**config.mk**
```make
export PLATFORM = sky130hd
export DESIGN_NAME = hazard_scoreboard
export DESIGN_NICKNAME = d
export VERILOG_FILES = /design/src/rtl/hazard_scoreboard.sv
export SDC_FILE = /design/constraint.sdc
export NUM_CORES = 1
export LEC_CHECK = 0
export ABC_CLOCK_PERIOD_IN_PS = 4000
export BUFFER_PORTS_ARGS = -buffer_cell sky130_fd_sc_hd__buf_2
export CORE_MARGIN = 5
export CORE_UTILIZATION = 25
export DETAILED_ROUTE_END_ITERATION = 10
export PLACE_DENSITY = 0.44
export SETUP_SLACK_MARGIN = 0.15
export SYNTH_ARGS = -nofsm -noshare
export SYNTH_HDL_FRONTEND = slang
export SYNTH_SLANG_ARGS = --single-unit
export TNS_END_PERCENT = 20
```
**constraint.sdc**
```tcl
create_clock -name clk -period 4 [get_ports clk]
set_input_delay 0.2 -clock clk [delete_from_list [all_inputs] [get_ports clk]]
set_output_delay 0.2 -clock clk [all_outputs]
set_load 0.02 [all_outputs]
```
**src/rtl/hazard_scoreboard.sv**
```systemverilog
// hazard_scoreboard: ID-stage pending-write scoreboard for long-latency producers (loads, MUL/DIV).
// Optional macro SCOREBOARD_WB_BYPASS_EN: a same-cycle writeback releases waiting consumers immediately.
module hazard_scoreboard #(
    parameter int MAX_PENDING = 4,
    parameter int CNT_W       = $clog2(MAX_PENDING + 1)
) (
    input  logic             clk,
    input  logic             rst,
    input  logic             id_valid,
    input  logic [4:0]       id_rs1,
    input  logic [4:0]       id_rs2,
    input  logic             id_uses_rs1,
    input  logic             id_uses_rs2,
    input  logic [4:0]       id_rd,
    input  logic             id_regwrite,
    input  logic             id_long,
    input  logic             wb_valid,
    input  logic [4:0]       wb_rd,
    input  logic             flush_ex,
    input  logic             flush_ex_long,
    input  logic [4:0]       flush_ex_rd,
    output logic             stall,
    output logic [CNT_W-1:0] pending_cnt,
    output logic             busy,
    output logic             err
);

    logic [31:0]      pending;
    logic [CNT_W-1:0] cnt;
    logic             errFlag;

    logic [31:0] hazardView;
    logic [31:0] setMask;
    logic [31:0] clrMask;
    logic [31:0] pendingNext;
    logic        raw1, raw2, waw, full;
    logic        rdNonZero, issue;
    logic        clearWb, clearFl, wbHit, flCounted;
    logic        overflow, errEvent;
    int          nextCntInt;

    function automatic logic [CNT_W-1:0] satCount(input int value);
        if (value > MAX_PENDING) return CNT_W'(MAX_PENDING);
        if (value < 0)           return '0;
        return CNT_W'(value);
    endfunction

    assign clearWb = wb_valid & (wb_rd != 5'd0);
    assign clearFl = flush_ex & flush_ex_long & (flush_ex_rd != 5'd0);

`ifdef SCOREBOARD_WB_BYPASS_EN
    // Register file writes through, so a register retiring this cycle is readable now.
    assign hazardView = pending & ~(clearWb ? (32'd1 << wb_rd) : 32'd0);
`else
    assign hazardView = pending;
`endif

    assign rdNonZero = id_rd != 5'd0;
    assign raw1  = id_uses_rs1 & hazardView[id_rs1] & (id_rs1 != 5'd0);
    assign raw2  = id_uses_rs2 & hazardView[id_rs2] & (id_rs2 != 5'd0);
    assign waw   = id_regwrite & rdNonZero & hazardView[id_rd];
    assign full  = id_long & id_regwrite & rdNonZero & (cnt == CNT_W'(MAX_PENDING));
    assign stall = ~rst & id_valid & (raw1 | raw2 | waw | full);
    assign issue = id_valid & ~stall & id_long & id_regwrite & rdNonZero;

    // A writeback and a flush naming the same register retire one entry, not two.
    assign wbHit     = clearWb & pending[wb_rd];
    assign flCounted = clearFl & pending[flush_ex_rd] & ~(clearWb & (wb_rd == flush_ex_rd));

    always_comb begin
        setMask = '0;
        clrMask = '0;
        if (issue)   setMask[id_rd]       = 1'b1;
        if (clearWb) clrMask[wb_rd]       = 1'b1;
        if (clearFl) clrMask[flush_ex_rd] = 1'b1;
        pendingNext = ((pending & ~clrMask) | setMask) & ~32'd1;
        nextCntInt  = int'(cnt) + int'(issue) - int'(wbHit) - int'(flCounted);
        overflow    = nextCntInt > MAX_PENDING;
        errEvent    = (clearWb & ~pending[wb_rd]) | (clearFl & ~pending[flush_ex_rd]) | overflow;
    end

    always_ff @(posedge clk) begin
        if (rst) begin
            pending <= '0;
            cnt     <= '0;
            errFlag <= 1'b0;
        end else begin
            pending <= pendingNext;
            cnt     <= satCount(nextCntInt);
            errFlag <= errFlag | errEvent;
        end
    end

    assign pending_cnt = cnt;
    assign busy        = cnt != '0;
    assign err         = errFlag;

endmodule
```
==> results of run 1 <==
cells by family after synthesis:
family | after synthesis
AOI/OAI and AO/OA | 92
xor gates and xnor gates | 9
adders and majority gates | 9
buffers and inverters | 51
DFF | 35
muxes | 56
and+or+nand+nor | 166
cells in the final DEF, fill, tap and decap left out, drive strengths merged, types with 8 or more instances in the layout:
cell type / count
o221ai: 30
inv: 9
dfxtp: 35
o41ai: 29
nor2: 13
nand3: 14
mux4: 31
nand3b: 12
mux2i: 17
mux2: 8
nand2: 45
nor2b: 38
buf: 89
nand2b: 11
clkbuf: 8
ha: 8
cell usage after synthesis (3+ instances only):
cell / number
nand4_1: 3
mux4_2: 31
or3b_2: 6
a21oi_1: 7
clkbuf_1: 24
nand2_1: 45
buf_6: 5
nand2b_1: 11
o221ai_1: 30
nor2_1: 13
inv_1: 9
nand3_1: 14
nor3b_1: 4
xor2_1: 3
ha_1: 8
nor3_1: 4
nand3b_1: 12
xnor2_1: 5
and3b_1: 3
nor4_1: 3
dfxtp_1: 35
o31ai_1: 3
o41ai_2: 27
nor2b_1: 38
or3_1: 3
buf_2: 11
mux2i_1: 17
mux2_2: 8
worst min-delay path: stages:
cell and delay, ps:
buf_2 140, o311ai_0 100, a31oi_1 90
sequential cells by signal, indices dropped and copies added, names as in the netlist:
| register | cells |
|---|---|
| err | 1 |
| hazardView | 31 |
| pending_cnt | 3 |
power by group through the flow:
| stage | Combinational, mW | Clock [mW] | Sequential, mW |
|---|---|---|---|
| 6_report | 0.414 | 0.425 | 0.366 |
| 5_1_grt | 0.449 | 0.440 | 0.367 |
| 4_1_cts | 0.408 | 0.432 | 0.366 |
| 3_5_place_dp | 0.399 | 0 | 0.372 |
| 3_3_place_gp | 0.395 | 0 | 0.373 |
| 2_1_floorplan | 0.246 | 0 | 0.381 |
repair_timing:
item | 4_1_cts | 5_1_grt
pin swaps | 8 | 10
gates resized for setup | 16 | 7
endpoints found under the setup margin | 4 | 4
stage by stage:
| stage | area (sq um) | hold slack [ps] | std cells | setup WS (ps) | power, mW |
|---|---|---|---|---|---|
| global placement | 4640 | 598 | 681 | -166 | 0.768 |
| finish | 4880 | 291 | 689 | 49.2 | 1.21 |
| detailed placement | 4640 | 595 | 681 | -256 | 0.771 |
| CTS | 4870 | 284 | 689 | 60.3 | 1.21 |
| global route | 4880 | 311 | 689 | -87.3 | 1.26 |
| floorplan | 4000 | 397 | 418 | 158 | 0.627 |
per-layer routing:
layer / part of all wire (%) / vias up
met5: 0 / -
met4: 4.4 / 0
met3: 5.9 / 42
met2: 48 / 153
met1: 42 / 1935
li1: - / 1753
area by class of cell:
cell class / instances / area (sq um)
timing repair buffer: 89 / 572
clock buffer: 8 / 156
tap: 216 / 270
fill: 1666 / 10900
multi-input combinational: 332 / 3140
inverter: 9 / 33.8
sequential: 35 / 708
worst max path at each step:
stage / cells after the start / endpoint / slack [ps]
floorplan: 18 / err$_SDFF_PP0_ / 160
global placement: 19 / err$_SDFF_PP0_ / -170
detailed placement: 19 / err$_SDFF_PP0_ / -260
CTS: 17 / err$_SDFF_PP0_ / 60
global route: 17 / err$_SDFF_PP0_ / -90
finish: 17 / err$_SDFF_PP0_ / 50
==> metrics.cfg, run 1 <==
[run]
drv_cap=0

[critical_path]
r2r_slack_ps=50
start_kind=register
cpPeakStageDelay_ps=470
cp_max_fo=3
r2r-start=hazardView[26]$_SDFF_PP0_
endpoint_kind=register
critPathSlowestCell=fa_2
crit_family=adder cells
r2r_cells=17
critPathRequiredTime_ps=4160
cp-startpoint=hazardView[26]$_SDFF_PP0_
crit_buf_inv=3
crit_path_frequent_cell=ha_4
critPathArrivalTime_ps=4110
r2r-end=err$_SDFF_PP0_
crit_path_cell_trace=mux4_2, mux2i_1, o21ai_2, a2111oi_2, buf_4, nor2b_4, or3_4, ha_4, inv_2, ha_4, inv_2, fa_2, ha_4, nand2_2, a222oi_1, a22o_1, a31oi_1
criticalPathCategory=register to register

[yosys]
synth_seq_area_share_pct=17.5
synth_xor_area_share_pct=2.32
synth_area_leader_cell=dfxtp_1
syn_area_per_cell_sq_um=9.56
yosysTopAreaCellShare_pct=17.5
ys_async_sr_fraction_pct=0
synth_nets=462
synth_compound_area_share_pct=23.9
syn_inst=418
synthTopCellsByArea=dfxtp_1 (18%), mux4_2 (17%), o41ai_2 (11%)
ys.flop_type=dfxtp_1
synth_fa_ha_area_share_pct=3.01
ys_types=55
netlist_area_sq_um=4000
synth_edf_count=0
muxShareOfSynthArea_pct=24.0
ys_warn_count=0
ys_ff_latch=35
synth-simple-area-share_pct=23.2
synth_top_family_by_area=multiplexers

[clocking]
h-tree-depth=2
clkLatencyLatePin_ps=290
hold_buffers=0
root_buffer=clkbuf_16
clockBufferDepth=2
numCtsBuffers=5
cts_setup_buffers=0
cts_tree=done
clk_pin_slew_ps=60
numClockSinks=35

[power_and_ir_drop]
cellLeakagePower_nw=1.81
p_sw_mw=0.406
p_per_area_nw_per_um2=247
p_int_mw=0.799
ir_drop_uv=146
switching_share_pct=33.7
p_seq_share_pct=30.4
clock_power_share_pct=35.3
power_frac_comb_pct=34.3

[drt]
wl_per_cell_microns=22.0
vias=3883
dr.pass1.iters=5
drt_wl_total_microns=15200
drc_errors=0
avgViaCountPerCell=5.64
ant_nets=0
first_iter_violations=359

[timing]
fin_skew_ps=7.69
rsz0062_at_grt=yes
fin_crit_sh_pct=98.8
tns_ps=0
relSlewSlack_pct=36.4
maxSlewViolCount=0
min_period_ps=3950
worstMarginPinSlew_ps=950
hold_viol_final=0
finalSetupViolCount=0
fmax_ghz=0.253

[floorplanning]
die_w_microns=136
die-area_sq_um=18600
std_cell_rows=46
die_h_microns=136
initial_core_util_pct=25.3
core-area_sq_um=15800
io_pins=41

[final_layout]
area_delta_synth_final_pct=22.1
final_nets=516
antenna_cells=0
drive_gt1_share_pct=40.6
finalCoreUtilization_pct=30.9

[global_routing]
antenna_found_initial=0
grt_pass1_wl_microns=23500
grtUsageMet2_pct=26.9
grt_max_degree=38
grt_pass1_vias=3975
grtUsageTotal_pct=16.5
busiest_layer=met2
met3_usage_pct=2.59
use_met1_pct=21.6
grt-ovfl-total=0

[placed_design]
place_congestion=0.873
dp_hpwl_microns=11000
io_buffers=40

[min_path]
hold_start=wb_valid
hold_depth=3
holdPathEnd=err$_SDFF_PP0_
hold_path.class=input port to register

[run_status]
outcome=finished clean

(Power assumes the default switching activity.)
==> run 2: changes to the inputs <==
--- a/config.mk
+++ b/config.mk
@@ -10,7 +10,7 @@
 export CORE_MARGIN = 5
 export CORE_UTILIZATION = 25
 export DETAILED_ROUTE_END_ITERATION = 10
-export PLACE_DENSITY = 0.44
+export PLACE_DENSITY = 0.52
 export SETUP_SLACK_MARGIN = 0.15
 export SYNTH_ARGS = -nofsm -noshare
 export SYNTH_HDL_FRONTEND = slang
==> run 2 against run 1 <==
  * Die area unchanged
  * Flip-flop and latch count is the same
  * Cell count decreased by 0.58%
  * First-iteration DRC count grew 13%
==> metrics.cfg, run 2 (synthesis gave the netlist of run 1 again) <==
[critical_path]
r2r_cells=16
r2r-start=hazardView[29]$_SDFF_PP0_
critPathRequiredTime_ps=4150
endpoint_kind=register
criticalPathCategory=register to register
crit_buf_inv=2
cpPeakStageDelay_ps=480
r2r-end=err$_SDFF_PP0_
r2r_slack_ps=80
critPathSlowestCell=mux4_2
crit_path_cell_trace=mux4_2, mux2i_2, mux2i_1, o2111ai_1, o211ai_1, or3_4, ha_4, inv_2, ha_4, inv_2, fa_2, ha_4, nand2_2, a222oi_1, a22o_1, a31oi_1
crit_path_frequent_cell=ha_4
cp_max_fo=6
critPathArrivalTime_ps=4080
crit_family=adder cells
start_kind=register

[run_status]
outcome=finished clean

[global_routing]
grt_pass1_wl_microns=22900
grt-ovfl-total=0
grt_max_degree=38
grtUsageTotal_pct=16.0
antenna_found_initial=0
grt_pass1_vias=3909

[placed_design]
io_buffers=40
place_area_sq_um=4600
dp_hpwl_microns=11000
place_congestion=0.871

[floorplanning]
io_pins=41
std_cell_rows=46
core-area_sq_um=15800
die_w_microns=136
die-area_sq_um=18600
die_h_microns=136
initial_core_util_pct=25.3

[min_path]
hold_path.class=input port to register
hold_depth=3
hold_start=wb_valid
holdPathEnd=err$_SDFF_PP0_

[final_layout]
area_delta_synth_final_pct=21.8
num-fill-cells=1681
mostFrequentLayoutCell=nand2_1
largest_register_ffs=31
design_area_sq_um=4870
antenna_cells=0
finalCoreUtilization_pct=30.9
layout_common_cells=nand2_1 (44), buf_4 (43), buf_2 (40)
drive_gt1_share_pct=41.6
final_nets=512

[power_and_ir_drop]
cellLeakagePower_nw=1.79
switching_share_pct=34.5
ir_drop_uv=117
p_int_mw=0.759
p_per_area_nw_per_um2=238
clock_power_share_pct=33.3
p_sw_mw=0.400
power_frac_comb_pct=35.1
p_seq_share_pct=31.6

[timing]
fin_skew_ps=5.19
hold_viol_final=0
min_period_ps=3920
finalSetupViolCount=0
rsz0062_at_grt=yes
maxSlewViolCount=0
relSlewSlack_pct=17.1
worstMarginPinSlew_ps=1230
fin_crit_sh_pct=98.1
fmax_ghz=0.255

[clocking]
clockBufferDepth=2
cts_tree=done
numClockSinks=35
clk_pin_slew_ps=60
hold_buffers=0
numCtsBuffers=5
clkLatencyLatePin_ps=280
root_buffer=clkbuf_16
h-tree-depth=2

[drt]
met3WireLength_microns=685
met1_length_microns=6150
top_layer=met4
drc_errors=0
ant_nets=0
vias=3866
dr.pass1.iters=4
avgViaCountPerCell=5.64
dr_wl_met2_microns=7420
drt_wl_total_microns=14700
first_iter_violations=406
wl_per_cell_microns=21.5

[run]
drv_cap=0

[run 2: worst max path at each step]
stage                                         start              to  slack (ps)  depth (start not counted)
after floorplan                            id_rd[0]  err$_SDFF_PP0_         160                         18
after global placement                    id_rs2[0]  err$_SDFF_PP0_        -120                         17
after detailed placement                  id_rs2[0]  err$_SDFF_PP0_        -260                         17
after CTS                 hazardView[29]$_SDFF_PP0_  err$_SDFF_PP0_          30                         16
after global routing      hazardView[20]$_SDFF_PP0_  err$_SDFF_PP0_         -90                         16
final                     hazardView[29]$_SDFF_PP0_  err$_SDFF_PP0_          80                         16
[run 2: what timing repair did]
item                       in CTS  in global routing
pin swaps                      11                  9
buffers inserted                2                  0
setup endpoints to repair       4                  4
resized for setup              29                  4
[run 2: final cells by class]
type | count | area [sq um] | area share [%]
flip-flops and latches | 35 | 722 | 14.8
clock buffers | 7 | 133 | 2.73
inverters | 9 | 33.8 | 0.694
repair buffers | 85 | 554 | 11.4
clock inverters | 1 | 5.00 | 0.103
well taps | 216 | 270 | 5.55
multi-input cells | 332 | 3150 | 64.7
[run 2: routing by layer]
| metal | vias up | track usage, % |
|---|---|---|
| met5 | - | 0 |
| met4 | 0 | 5.10 |
| met3 | 32 | 2.22 |
| met2 | 157 | 27.5 |
| met1 | 1927 | 20.8 |
| li1 | 1750 | - |
[run 2: worst register-to-register path, cell delays in order (launching register included)]
cell	delay (ps)
dfxtp_4	370
mux4_2	480
mux2i_2	210
mux2i_1	110
o2111ai_1	180
o211ai_1	200
or3_4	460
ha_4	280
inv_2	40
ha_4	150
inv_2	50
fa_2	460
ha_4	290
nand2_2	50
a222oi_1	230
a22o_1	180
a31oi_1	70
[run 2: through the flow]
stage,setup WS [ps],TNS [ps],cells,hold slack [ps],power [mW]
2_1_floorplan,158,0,418,397,0.627
3_5_place_dp,-259,-485,675,585,0.741
4_1_cts,28.5,0,685,294,1.14
5_1_grt,-93.4,-139,685,320,1.21
6_report,77.3,0,685,288,1.16
3_3_place_gp,-117,-272,675,602,0.733
[run 2: power groups by stage]
stage | clock network (mW) | registers, mW | logic (mW)
after global routing | 0.401 | 0.368 | 0.438
after detailed placement | 0 | 0.374 | 0.367
after floorplan | 0 | 0.381 | 0.246
after CTS | 0.389 | 0.366 | 0.381
after global placement | 0 | 0.375 | 0.358
final | 0.386 | 0.367 | 0.406
